[src/rtl/mips32_dbg_pkg.sv]
// Shared debug-side definitions for the pipe_MIPS32 memory read-back path.
package mips32_dbg_pkg;

  localparam int unsigned MEM_ADDR_W = 10;
  localparam int unsigned MEM_DATA_W = 32;

  typedef enum logic [2:0] {
    IDLE,
    ARM,
    READ,
    WAIT,
    SEND,
    DONE
  } dump_state_t;

endpackage

[src/rtl/mem_dump_reader.sv]
// Streams a window of Mem out as (address, data) pairs once the CPU has halted.
// One synchronous read per word; the word is held on a valid/ready port until accepted.
module mem_dump_reader
  import mips32_dbg_pkg::*;
#(
  parameter int unsigned ADDR_W = MEM_ADDR_W,
  parameter int unsigned DATA_W = MEM_DATA_W
) (
  input  logic              clk1,
  input  logic              rst_n,
  input  logic              halted,
  input  logic              dump_en,
  input  logic [ADDR_W-1:0] start_addr,
  input  logic [ADDR_W:0]   word_count,
  output logic              mem_rd_en,
  output logic [ADDR_W-1:0] mem_rd_addr,
  input  logic [DATA_W-1:0] mem_rd_data,
  output logic              out_valid,
  input  logic              out_ready,
  output logic [ADDR_W-1:0] out_addr,
  output logic [DATA_W-1:0] out_data,
  output logic              out_last,
  output logic              busy,
  output logic              done,
  output logic              aborted
);

  localparam int unsigned CNT_W = ADDR_W + 1;

  dump_state_t state_q, state_d;

  logic [ADDR_W-1:0] cur_addr_q, cur_addr_d;
  logic [CNT_W-1:0]  remaining_q, remaining_d;
  logic              mem_rd_en_q, mem_rd_en_d;
  logic [ADDR_W-1:0] mem_rd_addr_q, mem_rd_addr_d;
  logic              out_valid_q, out_valid_d;
  logic [ADDR_W-1:0] out_addr_q, out_addr_d;
  logic [DATA_W-1:0] out_data_q, out_data_d;
  logic              out_last_q, out_last_d;
  logic              busy_q, busy_d;
  logic              done_q, done_d;
  logic              aborted_q, aborted_d;

  logic xfer;
  assign xfer = out_valid_q && out_ready;

  // State register.
  always_ff @(posedge clk1 or negedge rst_n) begin
    if (!rst_n) state_q <= IDLE;
    else        state_q <= state_d;
  end

  // Next-state logic; a dropped halt ends the dump after any word in flight.
  always_comb begin
    state_d = state_q;
    case (state_q)
      IDLE: if (dump_en) state_d = ARM;
      ARM: begin
        if (remaining_q == '0) state_d = DONE;
        else if (halted)       state_d = READ;
      end
      READ:    state_d = halted ? WAIT : DONE;
      WAIT:    state_d = SEND;
      SEND: begin
        if (xfer) state_d = (out_last_q || !halted) ? DONE : READ;
      end
      DONE:    state_d = IDLE;
      default: state_d = IDLE;
    endcase
  end

  // Datapath and output next values; strobes are decoded from the next state
  // so the registered outputs line up with the state they belong to.
  always_comb begin
    cur_addr_d    = cur_addr_q;
    remaining_d   = remaining_q;
    out_addr_d    = out_addr_q;
    out_data_d    = out_data_q;
    out_last_d    = out_last_q;
    aborted_d     = aborted_q;
    mem_rd_en_d   = (state_d == READ);
    out_valid_d   = (state_d == SEND);
    busy_d        = (state_d != IDLE);
    done_d        = (state_d == DONE);

    case (state_q)
      IDLE: begin
        if (dump_en) begin
          cur_addr_d  = start_addr;
          remaining_d = word_count;
          aborted_d   = 1'b0;
        end
      end
      READ: begin
        if (!halted) aborted_d = 1'b1;
      end
      WAIT: begin
        out_data_d = mem_rd_data;
        out_addr_d = cur_addr_q;
        out_last_d = (remaining_q == CNT_W'(1)) || !halted;
        if (!halted) aborted_d = 1'b1;
      end
      SEND: begin
        if (!halted) begin
          aborted_d  = 1'b1;
          out_last_d = 1'b1;
        end
        if (xfer) begin
          remaining_d = remaining_q - CNT_W'(1);
          cur_addr_d  = cur_addr_q + ADDR_W'(1);
          out_last_d  = 1'b0;
        end
      end
      default: ;
    endcase

    mem_rd_addr_d = (state_d == READ) ? cur_addr_d : mem_rd_addr_q;
  end

  // Datapath and output registers.
  always_ff @(posedge clk1 or negedge rst_n) begin
    if (!rst_n) begin
      cur_addr_q    <= '0;
      remaining_q   <= '0;
      mem_rd_en_q   <= 1'b0;
      mem_rd_addr_q <= '0;
      out_valid_q   <= 1'b0;
      out_addr_q    <= '0;
      out_data_q    <= '0;
      out_last_q    <= 1'b0;
      busy_q        <= 1'b0;
      done_q        <= 1'b0;
      aborted_q     <= 1'b0;
    end else begin
      cur_addr_q    <= cur_addr_d;
      remaining_q   <= remaining_d;
      mem_rd_en_q   <= mem_rd_en_d;
      mem_rd_addr_q <= mem_rd_addr_d;
      out_valid_q   <= out_valid_d;
      out_addr_q    <= out_addr_d;
      out_data_q    <= out_data_d;
      out_last_q    <= out_last_d;
      busy_q        <= busy_d;
      done_q        <= done_d;
      aborted_q     <= aborted_d;
    end
  end

  assign mem_rd_en   = mem_rd_en_q;
  assign mem_rd_addr = mem_rd_addr_q;
  assign out_valid   = out_valid_q;
  assign out_addr    = out_addr_q;
  assign out_data    = out_data_q;
  assign out_last    = out_last_q;
  assign busy        = busy_q;
  assign done        = done_q;
  assign aborted     = aborted_q;

endmodule

[config.mk]
export PLATFORM = sky130hd
export DESIGN_NAME = mem_dump_reader
export DESIGN_NICKNAME = d
export VERILOG_FILES = /design/src/rtl/mips32_dbg_pkg.sv /design/src/rtl/mem_dump_reader.sv
export SDC_FILE = /design/constraint.sdc
export NUM_CORES = 1
export LEC_CHECK = 0
export ABC_AREA = 1
export CORE_MARGIN = 3
export CORE_UTILIZATION = 50
export CTS_BUF_LIST = sky130_fd_sc_hd__clkbuf_8
export CTS_CLUSTER_DIAMETER = 150
export DETAILED_ROUTE_END_ITERATION = 8
export PLACE_DENSITY = 0.84
export SYNTH_ARGS = -nofsm -noshare
export SYNTH_HDL_FRONTEND = slang
export SYNTH_SLANG_ARGS = --single-unit
[constraint.sdc]
create_clock -name clk1 -period 4 [get_ports clk1]
set_input_delay 0.4 -clock clk1 [delete_from_list [all_inputs] [get_ports clk1]]
set_output_delay 0.4 -clock clk1 [all_outputs]
set_load 0.005 [all_outputs]
* Word level (Yosys, flattened, before mapping)
Cells that the tools add are included.
** Operators by class
- Muxes and demuxes :: 18
- Add/subtract/negate cells :: 2
- Reduce and logical (&&, ||, !) cells :: 14
- Equality and inequality tests :: 12
** Operators with widths (count)
- $mux W11 :: 2
- $pmux W11 S2 :: 1
- $mux W10 :: 2
- $pmux W10 S2 :: 1
- $mux W3 :: 6
- $pmux W3 S5 :: 1
- $eq A11 B1 Y1 const B :: 1
- $logic_not A11 Y1 :: 1
- $sub A11 B1 Y11 const B :: 1
- $add A10 B1 Y10 const B :: 1
- $eq A3 B2 Y1 const B :: 3
- $eq A3 B3 Y1 const B :: 3
- $ne A2 B2 Y1 const B :: 3
- $reduce_and A3 Y1 :: 2
- $reduce_bool A2 Y1 :: 3
- $pmux W1 S2 :: 2
- $eq A3 B1 Y1 const B :: 1
- $logic_not A3 Y1 :: 1
- $mux W1 :: 3
- $ne A3 B3 Y1 const B :: 1
- $reduce_bool A3 Y1 :: 1
- $reduce_or A3 Y1 :: 1
- $logic_or A1 B1 Y1 :: 2
- $reduce_and A2 Y1 :: 1
- other kinds (2) :: 2
** Storage, ports and cells
- Bits in registers :: 82

* Longest topological paths before layout
Gate-level depths: netlist of the first run.
- Depth after elaboration :: 6
- Mapped depth :: 11

* Least setup slack after synthesis of the first run
No wires, ideal clock.
- Path type :: register to register
- Start point :: reg remaining_q[0]
- End point :: reg mem_rd_addr_q[2] (netlist: mem_rd_addr[2])
- Data required time :: 3.883 ns
- Setup slack :: 2.405 ns
- Setup time :: 0.117 ns
- Period minus slack after synthesis :: 1.595 ns
- Arrival time :: 1.479 ns
- Cell stages (with the launch flop) :: 11
- Path through :: dfrtp_1 inv_1 ha_1 nand2_1 nor2_1 nand4_2 nand2_2 inv_2 buf_6 nand3_2 nand2_1
** Between the ends
- Longest elaborated chain between the ends :: 4
** RTL lines
- start: declaration :: line mem_dump_reader.sv:33 : logic [CNT_W-1:0] remaining_q, remaining_d;
- start signal: assignment :: line mem_dump_reader.sv:136 : remaining_q <= remaining_d;
- $logic_not A11 Y1 :: line mem_dump_reader.sv:59 : if (remaining_q == '0) state_d = DONE;
- $mux W3 :: line mem_dump_reader.sv:59
- $pmux W3 S5 :: line mem_dump_reader.sv:56 : case (state_q)
- net state_d[0] :: line mem_dump_reader.sv:30 : dump_state_t state_q, state_d;
- $eq A3 B2 Y1 :: line mem_dump_reader.sv:117 : mem_rd_addr_d = (state_d == READ) ? cur_addr_d : mem_rd_addr_q;
- end signal: assignment :: line mem_dump_reader.sv:138 : mem_rd_addr_q <= mem_rd_addr_d;
- end: declaration :: line mem_dump_reader.sv:35 : logic [ADDR_W-1:0] mem_rd_addr_q, mem_rd_addr_d;
The timed path passes the listed nets, and every way through them passes these cells.
A chain may end at the register's enable or synchronous reset.

* Worst setup path in the final report of the first run
- Start point :: reg state_q[2]
- End point :: reg out_last_q (netlist: out_last)
** Between the ends
- Longest elaborated chain between the ends :: 3
- Elaborated cells between the ends (all ways) :: 6
** RTL lines
- start: declaration :: line mem_dump_reader.sv:30
- start signal: assignment :: line mem_dump_reader.sv:50 : else state_q <= state_d;
- $eq A3 B3 Y1 / $eq A3 B2 Y1 (equally long branches) :: line mem_dump_reader.sv:86 : case (state_q)
- $ne A3 B3 Y1 (no source line) / $reduce_bool A2 Y1 (equally long branches)
- $reduce_and A2 Y1 (no source line)
- end signal: assignment :: line mem_dump_reader.sv:142 : out_last_q <= out_last_d;
- end: declaration :: line mem_dump_reader.sv:39 : logic out_last_q, out_last_d;
Parallel ways exist; a longest one is shown, timed or not.

==> flow_metrics.env, run 1 <==
export IMPL_critical_path_endpoint_type="flop"
export IMPL_ir_drop_v=0.0004362
export IMPL_rsz0062_at_grt="false"
export IMPL_std_cell_rows=31
export IMPL_synthesis_area_sq_um=3939
export IMPL_io_pin_count=116
export IMPL_max_stage_delay_ns=0.73
export IMPL_post_place_cells=622
export IMPL_cap_violations=0
export IMPL_avgSynthCellArea_sq_um=9.423
export IMPL_final_antenna_net_count=0
export IMPL_finalSetupViolCount=0
export IMPL_p_seq_share_pct=37.2
export IMPL_ys_top_cells_by_area="dfrtp_1 (52%), mux2_2 (9.4%), nand2_1 (9.3%)"
export IMPL_grt_use_total_pct=22.63
export IMPL_final_area_sq_um=5379
export IMPL_path_max_fanout=52
export IMPL_cts_htree_levels=3
export IMPL_syn_nets=479
export IMPL_cts_buffer_depth=2
export IMPL_portBuffers=115
export IMPL_ys_warn_count=0
export IMPL_seq_area_frac_synth_pct=52.10
export IMPL_layoutNonFillerInstCount=638
export IMPL_route_detailed_drc=0
export IMPL_n_antenna_cell=0
export IMPL_drt_wl_total_mm=9.753
export IMPL_clock_fmax_mhz=485.0
export IMPL_worst_pin_slew_ns=1.026
export IMPL_worstSkewPairLatency_ns=0.35
export IMPL_synth_cells=418
export IMPL_initial_utilization_pct=52.89
export IMPL_whs_ns=0.2192
export IMPL_internal_power_mw=2.580
export IMPL_vias=3317
export IMPL_pre_cts_slack_ns=1.923
export IMPL_yosysUniqueCellTypes=32
export IMPL_antenna_found_initial=0
export IMPL_finalClockSkew_ns=0.01073
export IMPL_cp_depth=7
export IMPL_place_gp_congestion=0.8863
export IMPL_clock_sink_count=82
export IMPL_wl_per_cell_um=15.29
export IMPL_layout_min_cycle_time_ns=2.062
export IMPL_cts_tree="done"
export IMPL_worst_path_buf_inv=2
export IMPL_placed_area_sq_um=5150
export IMPL_p_sw_mw=1.474
export IMPL_drt_iter0_markers=166
export IMPL_clk_pin_slew_worst_paths_ns=0.08
export IMPL_die_area_sq_um=8979
export IMPL_critPathTopFamily="simple AND/OR/NAND/NOR gates"
export IMPL_via_per_inst=5.199
export IMPL_drt_pre_antenna_iters=5
export IMPL_grt_pass1_wl_mm=15.70
export IMPL_min_period_over_period_pct=51.55
export IMPL_fin_ws_ns=1.938
export IMPL_crit_type="reg2reg"
export IMPL_area_delta_synth_final_pct=36.56
export IMPL_rr_worst_depth=7
export IMPL_drive_gt1_share_pct=16.70
export IMPL_grt_pass1_vias=3350
export IMPL_slew_violations=0
export IMPL_yosys_area_top_type="dfrtp_1"
export IMPL_power_leakage_nw=2.464
export IMPL_die_w_um=94.76
export IMPL_finalSetupTns_ns=0
export IMPL_grt_overflow_total=0
export IMPL_post_cts_resized=0
export IMPL_cp_arrival_ns=2.29
export IMPL_ys_ff_latch=82
export IMPL_post_cts_buffers=0
export IMPL_power_frac_clock_pct=16.6
export IMPL_p_sw_share_pct=36.37
export IMPL_layout_nets=595
export IMPL_start_kind="flop"
export IMPL_coreArea_sq_um=7447
export IMPL_cts_hold_buf=0
export IMPL_p_comb_share_pct=46.2
export IMPL_cts_root_buf="clkbuf_8"
export IMPL_final_common_cell="clkdlybuf4s50_1"
export IMPL_hpwl_mm=7.222
export IMPL_status="finished, final reports clean"
export IMPL_numCtsBuffers=9
export IMPL_crit_slowest_cell="nand2_2"
export IMPL_grt_max_degree=83
export IMPL_die_h_um=94.76
export IMPL_synth_top_area_share_pct=52.10
export IMPL_hold_class="in2async"
export IMPL_power_density_nw_per_um2=753.7
export IMPL_cp_required_ns=4.23
export IMPL_slew_headroom_pct=31.38
export IMPL_hold_violations=0
export IMPL_layout_common_cells="clkdlybuf4s50_1 (114), nand2_1 (98), dfrtp_1 (82)"
export IMPL_cp_cell_sequence="inv_2 -> nand2_2 -> inv_2 -> nand2_2 -> o21ai_0 -> nand3b_1 -> o21ai_0"
-- power by group through the flow --
stage,clock (mW),combinational (mW),sequential (mW)
after global placement,0,1.82,1.49
after floorplan,0,1.00,1.50
after global routing,0.723,2.07,1.55
final,0.674,1.87,1.51
after CTS,0.686,1.89,1.50
after detailed placement,0,1.87,1.52
-- state kept, by name (all words and copies together), names as in the netlist --
register     flops
out_valid        1
remaining_q     11
done             1
out_addr        10
out_last         1
aborted          1
out_data        32
cur_addr_q      10
mem_rd_addr     10
state_q          3
busy             1
mem_rd_en        1
-- kinds of logic (layout without fill, tap and decap cells) --
kind of cell | after synthesis | count (layout) | synth area share [%]
xor+xnor | 2 | 2 | 0.4448
compound gates | 46 | 46 | 6.258
flops | 82 | 82 | 52.10
buf+inv | 55 | 176 | 5.845
fa+ha+maj | 3 | 3 | 0.9531
mux | 33 | 33 | 9.435
simple gates | 197 | 197 | 24.97
-- Yosys cell counts, drive strengths merged --
cell type,instances
mux2,33
dfrtp,82
nand3b,1
clkbuf,1
nand2,106
o21bai,1
inv,45
xor2,2
o211ai,1
nor3,2
o22ai,4
buf,9
nand4,5
nand3,42
ha,3
o21ai,29
nor2,41
a31oi,1
a21oi,8
a21boi,2
-- per-layer routing --
| metal | wire (um) | global-route usage (%) |
|---|---|---|
| met3 | 740 | 4.382 |
| met4 | 265 | 11.66 |
| met5 | 0 | 0 |
| met2 | 4660 | 36.29 |
| met1 | 4087 | 29.20 |
-- final cells by class --
type | instances | area [sq um]
sequential | 82 | 2052
tap | 99 | 123.9
fill | 555 | 2068
inverter | 45 | 168.9
timing repair buffer | 115 | 1149
clock inverter | 5 | 77.57
multi-input combinational | 281 | 1657
clock buffer | 11 | 151.4
-- final timing paths --
| path | startpoint | to | slack, ns |
|---|---|---|---|
| min | rst_n | remaining_q[9] | 0.22 |
| max reg2reg | state_q[2] | out_last | 1.94 |
| max in group asynchronous | rst_n | out_addr[1] | 3.14 |
| min in group clk1 | mem_rd_addr[4] | mem_rd_addr[4] | 0.49 |
| min reg2reg | mem_rd_addr[4] | mem_rd_addr[4] | 0.49 |
| max | state_q[2] | out_last | 1.94 |
-- stage by stage --
stage | power (mW) | util [%]
floorplan | 2.497 | -
global placement | 3.307 | 69.15
detailed placement | 3.389 | 69.15
CTS | 4.076 | 72.23
global route | 4.347 | 72.23
finish | 4.054 | 72.23
Note: power is estimated with default switching activity, not from simulation.
==> run 2: changes to the inputs <==
- CORE_UTILIZATION: 50 -> 49
- PLACE_DENSITY: 0.84 -> 0.82
- clock period: 4 -> 2 ns (I/O delays scaled with it)
==> flow_metrics.env, run 2 (synthesized netlist as in run 1, its figures left out) <==
export IMPL_status="finished, final reports clean"
export IMPL_crit_start="remaining_q[0]"
export IMPL_cp_cell_sequence="inv_1 -> ha_1 -> nand2_1 -> nor2_1 -> nand4_2 -> nand2_2 -> inv_2 -> nand3_1 -> nand2_1"
export IMPL_grt_max_degree=53
export IMPL_wl_per_cell_um=14.68
export IMPL_worst_path_buf_inv=2
export IMPL_io_pin_count=116
export IMPL_grt_use_total_pct=21.08
export IMPL_area_delta_synth_final_pct=38.21
export IMPL_critPathTopFamily="simple AND/OR/NAND/NOR gates"
export IMPL_p_comb_share_pct=46.3
export IMPL_final_util_pct=70.09
export IMPL_clock_sink_count=82
export IMPL_reg2reg_from="remaining_q[0]"
export IMPL_post_cts_buffers=0
export IMPL_layout_common_cells="clkdlybuf4s50_1 (114), nand2_1 (98), dfrtp_1 (82)"
export IMPL_finalClockSkew_ns=0.01279
export IMPL_worst_pin_slew_ns=0.5244
export IMPL_pre_cts_slack_ns=0.1046
export IMPL_die_w_um=95.66
export IMPL_final_area_sq_um=5444
export IMPL_place_gp_congestion=0.8836
export IMPL_die_h_um=95.66
export IMPL_ir_drop_v=0.0008773
export IMPL_max_stage_delay_ns=0.41
export IMPL_hold_violations=0
export IMPL_n_antenna_cell=0
export IMPL_hold_class="in2async"
export IMPL_crit_end="mem_rd_addr[0]"
export IMPL_grt_overflow_total=0
export IMPL_placed_area_sq_um=5201
export IMPL_cp_arrival_ns=2.10
export IMPL_drive_gt1_share_pct=17.31
export IMPL_final_common_cell="clkdlybuf4s50_1"
export IMPL_rr_worst_depth=9
export IMPL_cts_htree_levels=3
export IMPL_layout_min_cycle_time_ns=1.855
export IMPL_slew_violations=0
export IMPL_numCtsBuffers=9
export IMPL_finalSetupViolCount=0
export IMPL_critical_path_endpoint_type="flop"
export IMPL_p_sw_mw=2.987
export IMPL_cts_buffer_depth=2
export IMPL_hpwl_mm=7.223
export IMPL_final_antenna_net_count=0
export IMPL_cp_depth=9
export IMPL_power_density_nw_per_um2=1495
export IMPL_slew_headroom_pct=65.04
export IMPL_r2r_slack_ns=0.15
export IMPL_clk_pin_slew_worst_paths_ns=0.10
export IMPL_power_leakage_nw=2.486
export IMPL_largest_reg_flops=32
export IMPL_whs_ns=0.3536
export IMPL_portBuffers=115
export IMPL_cpMostUsedCell="nand2_1"
export IMPL_cts_tree="done"
export IMPL_crit_slowest_cell="dfrtp_1"
export IMPL_initial_utilization_pct=50.71
export IMPL_antenna_found_initial=0
export IMPL_cp_required_ns=2.25
export IMPL_rsz0062_at_grt="false"
export IMPL_via_per_inst=5.118
export IMPL_coreArea_sq_um=7767
export IMPL_path_max_fanout=11
export IMPL_r2r_end="mem_rd_addr[0]"
export IMPL_cap_violations=0
export IMPL_grt_pass1_vias=3157
export IMPL_drt_iter0_markers=185
export IMPL_route_detailed_drc=0
export IMPL_layout_nets=599
export IMPL_clock_fmax_mhz=539.1
export IMPL_p_sw_share_pct=36.71
export IMPL_crit_type="reg2reg"
export IMPL_cts_root_buf="clkbuf_8"
export IMPL_start_kind="flop"
export IMPL_finalSetupTns_ns=0
export IMPL_worstSkewPairLatency_ns=0.35
export IMPL_grt_pass1_wl_mm=14.95
export IMPL_drt_wl_total_mm=9.467
export IMPL_power_frac_clock_pct=17.0
export IMPL_drt_pre_antenna_iters=4
export IMPL_min_period_over_period_pct=92.75
export IMPL_std_cell_rows=32
export IMPL_die_area_sq_um=9150
export IMPL_vias=3301
export IMPL_internal_power_mw=5.150
export IMPL_p_seq_share_pct=36.7
export IMPL_fin_ws_ns=0.1450
-- run 2: per-stage QoR --
stage / power (mW) / cells
after floorplan: 4.995 / 418
after global placement: 6.648 / 628
after detailed placement: 6.794 / 628
after CTS: 8.187 / 645
after global routing: 8.742 / 645
final: 8.137 / 645
-- run 2: worst min path at each step --
| stage | startpoint | endpoint | cells past startpoint | slack [ns] |
|---|---|---|---|---|
| after floorplan | rst_n | aborted | 0 | -0.1 |
| after global placement | rst_n | out_data[20] | 1 | 0.21 |
| after detailed placement | rst_n | out_data[17] | 1 | 0.21 |
| after CTS | rst_n | out_data[17] | 2 | 0.37 |
| after global routing | rst_n | out_data[20] | 2 | 0.41 |
| final | rst_n | out_data[17] | 2 | 0.35 |
-- run 2: cell type report --
class	count	area (sq um)
Inverter	45	170.2
Clock inverter	7	107.6
Fill cell	581	2323
Sequential cell	82	2052
Timing Repair Buffer	119	1206
Clock buffer	9	123.9
Multi-Input combinational cell	281	1657
Tap cell	102	127.6
-- run 2: timing repair --
| item | CTS | global route |
|---|---|---|
| hold endpoints to repair | 40 | 0 |
| setup endpoints to repair | 0 | 1 |
| gates resized for setup | 0 | 1 |
| hold buffers | 1 | 0 |
-- run 2: power by group through the flow --
stage	Combinational [mW]	Clock, mW	Sequential (mW)
2_1_floorplan	2.00	0	2.99
5_1_grt	4.16	1.49	3.09
6_report	3.76	1.39	2.99
4_1_cts	3.80	1.41	2.98
3_3_place_gp	3.66	0	2.98
3_5_place_dp	3.79	0	3.01
-- run 2: worst reg2reg max path, delay by kind of cell, from the launching register on --
| family | cells | cell delay, ns |
|---|---|---|
| adders and majority gates | 1 | 0.20 |
| DFF | 1 | 0.41 |
| and+or+nand+nor | 6 | 0.89 |
| buffers and inverters | 2 | 0.25 |
-- run 2: routing by layer --
metal	track usage [%]	vias to the layer above	part of all wire [%]
met4	6.991	0	0.64
met3	5.130	9	8.1
met5	0	-	0
li1	-	1605	-
met1	26.69	1552	41
met2	35.38	135	50
==> run 3: changes to the inputs <==
- CELL_PAD_IN_SITES_DETAIL_PLACEMENT: not set -> 1
- CELL_PAD_IN_SITES_GLOBAL_PLACEMENT: not set -> 2
- CORE_UTILIZATION: 49 -> 29
- GPL_TIMING_DRIVEN: not set -> 0
- PLACE_DENSITY: 0.82 -> not set
- PLACE_DENSITY_LB_ADDON: not set -> 0.1
- RECOVER_POWER: not set -> 25
==> flow_metrics.env, run 3 (synthesized netlist as in run 1, its figures left out) <==
export IMPL_n_antenna_cell=0
export IMPL_die_h_um=122.5
export IMPL_final_common_cell="clkdlybuf4s50_1"
export IMPL_final_antenna_net_count=0
export IMPL_cp_cell_sequence="inv_1 -> ha_1 -> nand2_1 -> nor2_2 -> nand4_2 -> nand2_2 -> inv_2 -> buf_6 -> nand3_2 -> nand2_1"
export IMPL_finalClockSkew_ns=0.01060
export IMPL_io_pin_count=116
export IMPL_max_stage_delay_ns=0.37
export IMPL_finalSetupTns_ns=0
export IMPL_antenna_found_initial=0
export IMPL_critPathTopFamily="simple AND/OR/NAND/NOR gates"
export IMPL_drt_wl_total_mm=11.28
export IMPL_layout_min_cycle_time_ns=1.824
export IMPL_power_density_nw_per_um2=1446
export IMPL_drt_pre_antenna_iters=4
export IMPL_cts_tree="done"
export IMPL_clk_pin_slew_worst_paths_ns=0.09
export IMPL_route_detailed_drc=0
export IMPL_cts_root_buf="clkbuf_8"
export IMPL_clock_fmax_mhz=548.1
export IMPL_cts_buffer_depth=2
export IMPL_initial_utilization_pct=30.47
export IMPL_slew_violations=0
export IMPL_placed_area_sq_um=5330
export IMPL_worstSkewPairLatency_ns=0.36
export IMPL_via_per_inst=4.557
export IMPL_grt_overflow_total=0
export IMPL_start_kind="flop"
export IMPL_cp_required_ns=2.25
export IMPL_reg2reg_from="remaining_q[1]"
export IMPL_hold_class="in2reg"
export IMPL_layout_common_cells="clkdlybuf4s50_1 (114), nand2_1 (98), dfrtp_1 (82)"
export IMPL_grt_max_degree=57
export IMPL_coreArea_sq_um=12930
export IMPL_worst_pin_slew_ns=0.7486
export IMPL_die_w_um=122.5
export IMPL_std_cell_rows=41
export IMPL_cts_htree_levels=3
export IMPL_post_place_cells=706
export IMPL_status="finished, final reports clean"
export IMPL_min_period_over_period_pct=91.22
export IMPL_hold_violations=0
export IMPL_critical_path_endpoint_type="flop"
export IMPL_cpMostUsedCell="nand2_1"
export IMPL_layoutNonFillerInstCount=723
export IMPL_path_max_fanout=10
export IMPL_fin_ws_ns=0.1756
export IMPL_crit_start="remaining_q[1]"
export IMPL_power_leakage_nw=2.482
export IMPL_total_power_mw=7.970
export IMPL_cap_violations=0
export IMPL_final_util_pct=42.64
export IMPL_portBuffers=115
export IMPL_numCtsBuffers=9
export IMPL_largest_reg_flops=32
export IMPL_drive_gt1_share_pct=18.15
export IMPL_whs_ns=0.4262
export IMPL_final_area_sq_um=5513
export IMPL_die_area_sq_um=15020
export IMPL_clock_sink_count=82
export IMPL_worst_path_buf_inv=3
export IMPL_grt_pass1_wl_mm=17.92
export IMPL_finalSetupViolCount=0
export IMPL_wl_per_cell_um=15.60
export IMPL_slew_headroom_pct=50.10
export IMPL_drt_iter0_markers=103
export IMPL_hpwl_mm=8.779
export IMPL_pre_cts_slack_ns=0.008516
export IMPL_grt_use_total_pct=15.55
export IMPL_grt_pass1_vias=3448
export IMPL_place_gp_congestion=0.7947
export IMPL_ir_drop_v=0.0005393
export IMPL_crit_type="reg2reg"
export IMPL_layout_nets=607
export IMPL_min_from="word_count[2]"
export IMPL_cp_arrival_ns=2.07
export IMPL_crit_slowest_cell="dfrtp_1"
export IMPL_area_delta_synth_final_pct=39.96
export IMPL_vias=3295
==> run 3: area by class of cell <==
type                            instances  area [sq um]
Timing Repair Buffer                  117          1184
Fill cell                            1507          7415
Multi-Input combinational cell        281          1659
Buffer                                 10         61.31
Sequential cell                        82          2052
Clock buffer                           10         137.6
Inverter                               45         168.9
Tap cell                              172         215.2
Clock inverter                          6         35.03
==> run 3: power breakdown <==
part           switching [mW]  total, mW  internal [mW]
logic                    1.89       3.89           2.00
clock network           0.623       1.10          0.474
registers               0.519       2.98           2.46
total                    3.03       7.97           4.94
==> run 3: final timing paths <==
path | endpoint | slack (ns) | cells after the start
worst max-delay path | mem_rd_addr[6] | 0.18 | 10
worst min-delay path | remaining_q[2] | 0.43 | 3
worst max register to register | mem_rd_addr[6] | 0.18 | 10
worst min register to register | mem_rd_addr[8] | 0.48 | 2
max in group asynchronous | remaining_q[10] | 0.81 | 3
min in group asynchronous | out_data[13] | 0.44 | 2
==> run 3: layer usage <==
metal / wire (um) / share of wire [%] / vias to the layer above / track usage (%)
li1: - / - / 1616 / -
met1: 5627 / 50 / 1575 / 21.90
met2: 4889 / 43 / 91 / 23.77
met3: 609 / 5.4 / 13 / 3.226
met4: 156 / 1.4 / 0 / 5.458
met5: 0 / 0 / - / 0
==> run 3: worst min-delay path, stage by stage <==
cell and delay [ns]:
clkdlybuf4s50_1 0.41, nand2_1 0.07, a31oi_1 0.07
==> run 3: timing repair <==
| item | 4_1_cts | 5_1_grt |
|---|---|---|
| hold endpoints to repair | 26 | 0 |
| resized for setup | 0 | 1 |
| endpoints found under the setup margin | 0 | 8 |
| hold buffers | 1 | 0 |
| setup buffers | 0 | 0 |
